[src/rtl/riscv_pkg.sv]
// Shared RISC-V definitions: NOP encoding, fetch fault codes and the
// instruction-memory controller states.
package riscv_pkg;

  // addi x0, x0, 0
  localparam logic [31:0] RV_NOP = 32'h0000_0013;

  typedef enum logic [1:0] {
    FAULT_NONE     = 2'b00,
    FAULT_MISALIGN = 2'b01,
    FAULT_RANGE    = 2'b10
  } imem_fault_t;

  typedef enum logic {
    S_INIT = 1'b0,
    S_RUN  = 1'b1
  } imem_state_t;

endpackage

[src/rtl/imem_sram.sv]
// Single-port DEPTH x XLEN instruction array with synchronous write and
// synchronous (registered) read. The caller never asserts we and re together.
module imem_sram #(
  parameter int XLEN   = 32,
  parameter int DEPTH  = 64,
  parameter int ADDR_W = $clog2(DEPTH)
) (
  input  logic              clk,
  input  logic              reset,
  input  logic              we,
  input  logic              re,
  input  logic [ADDR_W-1:0] addr,
  input  logic [XLEN-1:0]   wdata,
  output logic [XLEN-1:0]   rdata
);

  logic [XLEN-1:0] mem [DEPTH];

  // Array write port.
  // NOTE: the storage array has no reset term; it is filled word by word by
  // the controller's clear sequence, which keeps it mappable onto RAM macros.
  // Sequential state is always updated with non-blocking assignments.
  always_ff @(posedge clk) begin
    if (we) mem[addr] <= wdata;
  end

  // Registered read port; holds its value between reads so the response
  // stays stable under backpressure.
  always_ff @(posedge clk) begin
    if (reset)   rdata <= '0;
    else if (re) rdata <= mem[addr];
  end

endmodule

[src/rtl/imem_fetch_port.sv]
// Instruction memory with post-reset clear to NOP, a program-load port and a
// ready/valid fetch port with 1-cycle latency and fault reporting.
module imem_fetch_port
  import riscv_pkg::*;
#(
  parameter int              XLEN      = 32,
  parameter int              DEPTH     = 64,
  parameter logic [XLEN-1:0] INIT_WORD = RV_NOP
) (
  input  logic                     clk,
  input  logic                     reset,
  output logic                     init_done,
  input  logic                     prog_we,
  input  logic [$clog2(DEPTH)-1:0] prog_addr,
  input  logic [XLEN-1:0]          prog_data,
  input  logic                     req_valid,
  output logic                     req_ready,
  input  logic [XLEN-1:0]          req_pc,
  output logic                     rsp_valid,
  input  logic                     rsp_ready,
  output logic [XLEN-1:0]          rsp_instr,
  output logic [1:0]               rsp_fault
);

  localparam int ADDR_W = $clog2(DEPTH);

  imem_state_t       state, state_next;
  logic [ADDR_W-1:0] clr_cnt;
  logic              clr_last;
  imem_fault_t       req_fault;
  imem_fault_t       rsp_fault_q;
  logic              accept;

  logic              sram_we;
  logic              sram_re;
  logic [ADDR_W-1:0] sram_addr;
  logic [XLEN-1:0]   sram_wdata;
  logic [XLEN-1:0]   sram_rdata;

  assign clr_last = (clr_cnt == ADDR_W'(DEPTH - 1));
  assign accept   = req_valid & req_ready;

  // State register.
  always_ff @(posedge clk) begin
    if (reset) state <= S_INIT;
    else       state <= state_next;
  end

  // Next state: the clear runs once per reset, then the port stays in S_RUN.
  always_comb begin
    state_next = state;
    case (state)
      S_INIT:  if (clr_last) state_next = S_RUN;
      S_RUN:   state_next = S_RUN;
      default: state_next = S_INIT;
    endcase
  end

  // Outputs and memory port steering; a load wins over a fetch.
  // NOTE: every signal driven here gets a default first so no latch is inferred.
  always_comb begin
    init_done  = 1'b0;
    req_ready  = 1'b0;
    sram_we    = 1'b0;
    sram_re    = 1'b0;
    sram_addr  = req_pc[ADDR_W+1:2];
    sram_wdata = prog_data;
    case (state)
      S_INIT: begin
        sram_we    = 1'b1;
        sram_addr  = clr_cnt;
        sram_wdata = INIT_WORD;
      end
      S_RUN: begin
        init_done = 1'b1;
        req_ready = !prog_we && (!rsp_valid || rsp_ready);
        if (prog_we) begin
          sram_we   = 1'b1;
          sram_addr = prog_addr;
        end
        sram_re = req_valid && req_ready && (req_fault == FAULT_NONE);
      end
      default: ;
    endcase
  end

  // Fault decode on the request PC; misalignment outranks range.
  always_comb begin
    req_fault = FAULT_NONE;
    if (req_pc[1:0] != 2'b00)                 req_fault = FAULT_MISALIGN;
    else if ((req_pc >> (ADDR_W + 2)) != '0)  req_fault = FAULT_RANGE;
  end

  // Clear counter walks every word once while in S_INIT.
  always_ff @(posedge clk) begin
    if (reset)                 clr_cnt <= '0;
    else if (state == S_INIT)  clr_cnt <= clr_cnt + 1'b1;
  end

  // Response register: loaded on accept, dropped when consumed, held otherwise.
  always_ff @(posedge clk) begin
    if (reset) begin
      rsp_valid   <= 1'b0;
      rsp_fault_q <= FAULT_NONE;
    end else if (accept) begin
      rsp_valid   <= 1'b1;
      rsp_fault_q <= req_fault;
    end else if (rsp_ready) begin
      rsp_valid   <= 1'b0;
    end
  end

  assign rsp_fault = rsp_fault_q;
  assign rsp_instr = (rsp_fault_q != FAULT_NONE) ? INIT_WORD : sram_rdata;

  imem_sram #(
    .XLEN  (XLEN),
    .DEPTH (DEPTH),
    .ADDR_W(ADDR_W)
  ) u_sram (
    .clk  (clk),
    .reset(reset),
    .we   (sram_we),
    .re   (sram_re),
    .addr (sram_addr),
    .wdata(sram_wdata),
    .rdata(sram_rdata)
  );

endmodule

[config.mk]
export PLATFORM = sky130hd
export DESIGN_NAME = imem_fetch_port
export DESIGN_NICKNAME = d
export VERILOG_FILES = /design/src/rtl/riscv_pkg.sv /design/src/rtl/imem_sram.sv /design/src/rtl/imem_fetch_port.sv
export SDC_FILE = /design/constraint.sdc
export NUM_CORES = 2
export LEC_CHECK = 0
export BUFFER_PORTS_ARGS = -buffer_cell sky130_fd_sc_hd__buf_2
export CORE_MARGIN = 5
export CORE_UTILIZATION = 55
export CTS_CLUSTER_SIZE = 10
export DETAILED_ROUTE_END_ITERATION = 10
export PLACE_DENSITY = 0.75
export SLEW_MARGIN = 20
export SYNTH_ARGS = -nofsm -noshare
export SYNTH_HDL_FRONTEND = slang
export SYNTH_SLANG_ARGS = --single-unit
[constraint.sdc]
create_clock -name clk -period 10.78 [get_ports clk]
set_input_delay 0.539 -clock clk [delete_from_list [all_inputs] [get_ports clk]]
set_output_delay 0.539 -clock clk [all_outputs]
set_load 0.01 [all_outputs]
# Word level (Yosys, flattened, before mapping)
# Memory sizes are Yosys's and may differ from the RTL's. A register that Yosys moved wholly into a read port is not among the register bits.
# Cells that the tools add are included.
# W data, S select, Z words.
[totals] inputBits=75 romBits=0 out_inout_bits=37 word_cells=37 reg_bits=10 latchBits=0 ram_bits=2048 n_memories=1
[op_classes] div_mod_pow=0 shifts=0 n_reduce_logical=11 n_eq_ne=1 n_lt_le_gt_ge=0 mux=17 bitwise_logic=2 n_mul=0 n_addsub=1
[memory_table] name="u_sram.mem" words=64 word_bits=32 rd=1 rd_ports_with_merged_regs=1 write_ports=1 line="imem_sram.sv:17" text="logic [XLEN-1:0] mem [DEPTH];"
[ops] op="$mux W32" n=2
[ops] op="$reduce_bool A32 Y1" n=1
[ops] op="$pmux W6 S2" n=1
[ops] op="$mux W1" n=9
[ops] op="$add A6 B1 Y6 const B" n=1
[ops] op="$eq A6 B6 Y1 const B" n=1
[ops] op="$mux W6" n=1
[ops] op="$reduce_bool A2 Y1" n=3
[ops] op="$mux W2" n=2
[ops] op="$pmux W1 S2" n=2
[ops] op="$logic_and A1 B1 Y1" n=3
[ops] op="$logic_not A1 Y1" n=2
[ops] op="$logic_not A2 Y1" n=1
[ops] op="$and A1 B1 Y1" n=1
[ops] op="$logic_or A1 B1 Y1" n=1
[ops] op="$not A1 Y1" n=1

# Depth between registers and ports, before layout
[depth] word_depth=6 mapped_depth=13 ltp_nobuf=8

# Hierarchy
# From an unflattened synthesis, not the netlist that was laid out.
[hier_totals] hier_cells=4468 hier_area_um2=81036.5
[by_module_without_submodules] mod="imem_sram" cells_per_inst=4322 area_each_um2=80003.0 seq_area_each_um2=62139.6 instances=1
[by_module_without_submodules] mod="imem_fetch_port" cells_per_inst=146 area_each_um2=1033.5 seq_area_each_um2=200.2 instances=1

# Worst setup path after synthesis
# Ideal clock, no wire load.
[synth_timing] path_type="input-to-reg" startpoint="in prog_we" endpoint="mem u_sram.mem[15][0] (enable)" slack_ns=6.773 arrival_time_ns=3.586 path_buffers=4 setup_time_ns=0.421 required_ns=10.359 path_stages=9 path_cell_list="buf_4 -> mux2i_2 -> a21o_4 -> buf_4 -> nor3_4 -> buf_2 -> buf_1 -> nand2_1 -> nor2_1"
[synth_via] elab_chain_len=4 elab_cells_between_ends=6 cone_classes="mux (6)"
[synth_lines] element="from (decl)" line="imem_fetch_port.sv:13" text="input logic prog_we,"
[synth_lines] element="$mux W1" line="imem_fetch_port.sv:77" text="if (prog_we) begin"
[synth_lines] element="$pmux W1 S2" line="imem_fetch_port.sv:68" text="case (state)"
[synth_lines] element="$mux W1" line="imem_sram.sv:24" text="if (we) mem[addr] <= wdata;"
[synth_lines] element="$mux W1 (not written as such)" line="imem_sram.sv:24"
[synth_lines] element="to (decl)" line="imem_sram.sv:17"
# Several ways; a longest one is shown, not always the timed one.

# Worst setup path in the final report
[layout_timing] startpoint="reg state" endpoint="mem u_sram.mem[35][27] (enable)"
[layout_via] elab_chain_len=4 elab_cells_between_ends=5 cone_classes="mux (4); bitwise (1)"
[layout_lines] element="from (decl)" line="imem_fetch_port.sv:27" text="imem_state_t state, state_next;"
[layout_lines] element="from (signal assigned)" line="imem_fetch_port.sv:46" text="else state <= state_next;"
[layout_lines] element="$not A1 Y1"
[layout_lines] element="$pmux W1 S2" line="imem_fetch_port.sv:68"
[layout_lines] element="$mux W1" line="imem_sram.sv:24"
[layout_lines] element="$mux W1 (not written as such)" line="imem_sram.sv:24"
# Several ways; a longest one is shown, not always the timed one.

==> summary.md <==
| Metric | Value |
|---|---|
| Status | finished, final reports clean |
| Fmax | 164 MHz |
| CP Launch Type | flip-flop |
| DRC violations left | 0 |
| Ys Warns | 0 |
| Dpl cells | 6541 |
| Ratio of cells with drive above 1 in the final layout | 0.140 |
| Most frequent CP cell | buf_4 |
| Max-slew violations | 0 |
| Width of the die | 388 um |
| Routed vias/inst | 7.01 |
| CTS max path bufs | 3 |
| First-pass GRT wire length | 340 mm |
| Unrepaired setup endpoints after global routing | false |
| DIE AREA | 150000 um2 |
| Overflow after GRT | 0 |
| Post-synth cell types | 56 |
| Layout area overhead | 12.5% |
| Max_slew headroom | 0.102 |
| Fill count | 9478 |
| Row count | 138 |
| CTS tree | done |
| Netlist Area Pre-Place | 78500 um2 |
| WS Path Type | reg -> reg |
| IO Count | 112 |
| HP Class | in -> reg |
| Port Buffers | 111 |
| Setup_tns | 0 ps |
| RePlAce Congestion | 0.914 |
| Final Hold Vio Count | 0 |
| Most frequent cell after synthesis | edfxtp_1 |
| EDFF count, synth | 2048 |
| Post-DP HPWL | 128 mm |
| Final nets | 4960 |
| Iteration-0 DRC Markers | 9138 |
| Final Critical Period | 6110 ps |
| Final non-filler cell total | 6934 |
| Flops & latches, synth | 2090 |
| ANT nets after route | 0 |
| Total power | 0.0165 W |
| CTS buffer count | 227 |
| H-tree Lvls | 4 |
| Largest net degree at the start of global routing | 193 |
| Vias | 48600 |
| Primary FF master, synth | edfxtp_1 |
| Utilization after layout | 0.623 |
| Area leader, netlist | edfxtp_1 |
| Initial Utilization | 0.554 |
| TritonRoute pass-1 iters | 10 |
| Setup-failing EPs final | 0 |
| CORE AREA | 142000 um2 |
| Ranking of synthesized cells by area | edfxtp_1 78%, nand2_1 2.9%, a22oi_1 2.8% |
| Antenna violations before repair | 7 |
| Clock transition at path regs | 60 ps |
| PD cells | 187 nW/um2 |
| Crit path max fanout | 117 |
| Clock Sinks | 2090 |
| Proportion of netlist area held by the largest area contributor | 0.783 |
| FFs w/ async S/R, synth | 0 |
| Crit path cell chain | buf_4 -> nor2_1 -> a21o_4 -> buf_4 -> nor3_4 -> buf_12 -> nand2_1 -> nor2_4 -> buf_4 |
| Post-Syn Area per Cell | 16.7 um2 |
| Max-cap violation count | 0 |
| Crit-path max cell delay | 860 ps |
| Worst Setup End Kind | flip-flop |
| Tot GR Track Use | 0.315 |
| Crit path DAT | 6580 ps |
| CP Data Required Time | 11240 ps |
| CP max stage cell | nand2_1 |
| Period utilization | 0.567 |
| Layout Skew | 44.0 ps |
| Clk_lat worst skew | 860 ps |
| Setup bufs post-CTS | 0 |
| Top cells by count, synth | 2048 x edfxtp_1, 605 x nand2_1, 294 x nand3_1 |
| Synth Instances | 4697 |
| WL per Instance | 34.9 um |
| Total Wirelength | 242 mm |
| Sequential fraction of the synthesis area | 0.794 |
| Vias in the first global route | 46700 |
| Least-Margin Pin Slew | 1340 ps |
| Syn Nets | 4773 |
| P_leak | 29.1 nW |
| Root buf cell | clkbuf_16 |
| WHS | 79.1 ps |
| Peak VDD IR | 0.189 mV |
| Die Height | 388 um |
final timing paths:
path,startpoint,endpoint,slack (ps),cells after the start
setup reg to reg,state$_SDFF_PP0_,u_sram.mem[35][27]$_DFFE_PP_,4670,9
setup / recovery,state$_SDFF_PP0_,u_sram.mem[35][27]$_DFFE_PP_,4670,9
hold reg to reg,u_sram.rdata[16]$_SDFFE_PP0P_,u_sram.rdata[16]$_SDFFE_PP0P_,520,2
hold / removal,req_pc[1],rsp_fault[0]$_SDFFE_PP0P_,80,3
sequential cells by signal, summed over array words and instances, names as in the netlist:
name          count
state             1
rsp_valid         1
u_sram.mem     2048
rsp_fault         2
u_sram.rdata     32
clr_cnt           6
stage by stage:
step,setup slack [ps],cell area [um2]
finish,4670,88300
global route,4720,88300
CTS,4840,88300
global placement,5040,81800
floorplan,6770,78500
detailed placement,4890,81800
where the power goes:
part	switching (W)	internal [W]	total (W)
combinational	0.000549	0.000207	0.000756
sequential	0.0000106	0.00883	0.00884
clock	0.00299	0.00394	0.00693
total	0.00355	0.0130	0.0165
cells in the final DEF (no fill, tap or decap), drive strengths merged, types with 131 or more instances in the layout:
| cell | n |
|---|---|
| nand3 | 295 |
| clkbuf | 375 |
| a21oi | 131 |
| a221oi | 135 |
| nor2 | 136 |
| buf | 253 |
| nand2 | 605 |
| edfxtp | 2048 |
| a22oi | 289 |
| a31oi | 149 |
critical path, delay by kind of cell (launching register included):
family / cells / cell delay (ps)
flip-flops: 1 / 790
AND/OR/NAND/NOR: 4 / 2170
AO/OA/AOI/OAI: 1 / 460
buffers and inverters: 4 / 2150
timing repair:
item | CTS | global route
endpoints found under the hold margin | 3 | 0
hold buffers | 4 | 0
resized for setup | 0 | 0
setup endpoints to repair | 0 | 0
routing by layer:
layer	vias up	track usage	routed length (um)
met5	-	0	86
met4	6	0.201	18800
met3	859	0.0975	37200
met2	4570	0.462	107000
met1	24000	0.414	79500
li1	19200	-	-
cells by family after synthesis:
logic type	after synthesis	share of synthesized area
compound gates	975	0.0919
xor+xnor	5	0.000558
fa+ha+maj	1	0.000159
buf+inv	299	0.0183
flops	2090	0.794
mux	114	0.0266
simple gates	1213	0.0688
area by class of cell:
type / count / area, um2 / area share
Sequential cell: 2090 / 62300 / 0.706
Multi-Input combinational cell: 2308 / 15400 / 0.174
Timing Repair Buffer: 257 / 1760 / 0.0199
Tap cell: 1890 / 2360 / 0.0268
Clock buffer: 375 / 6320 / 0.0715
Clock inverter: 11 / 143 / 0.00161
Antenna cell: 3 / 7.51 / 0.0000850
Note: power is estimated with default switching activity, not from simulation.
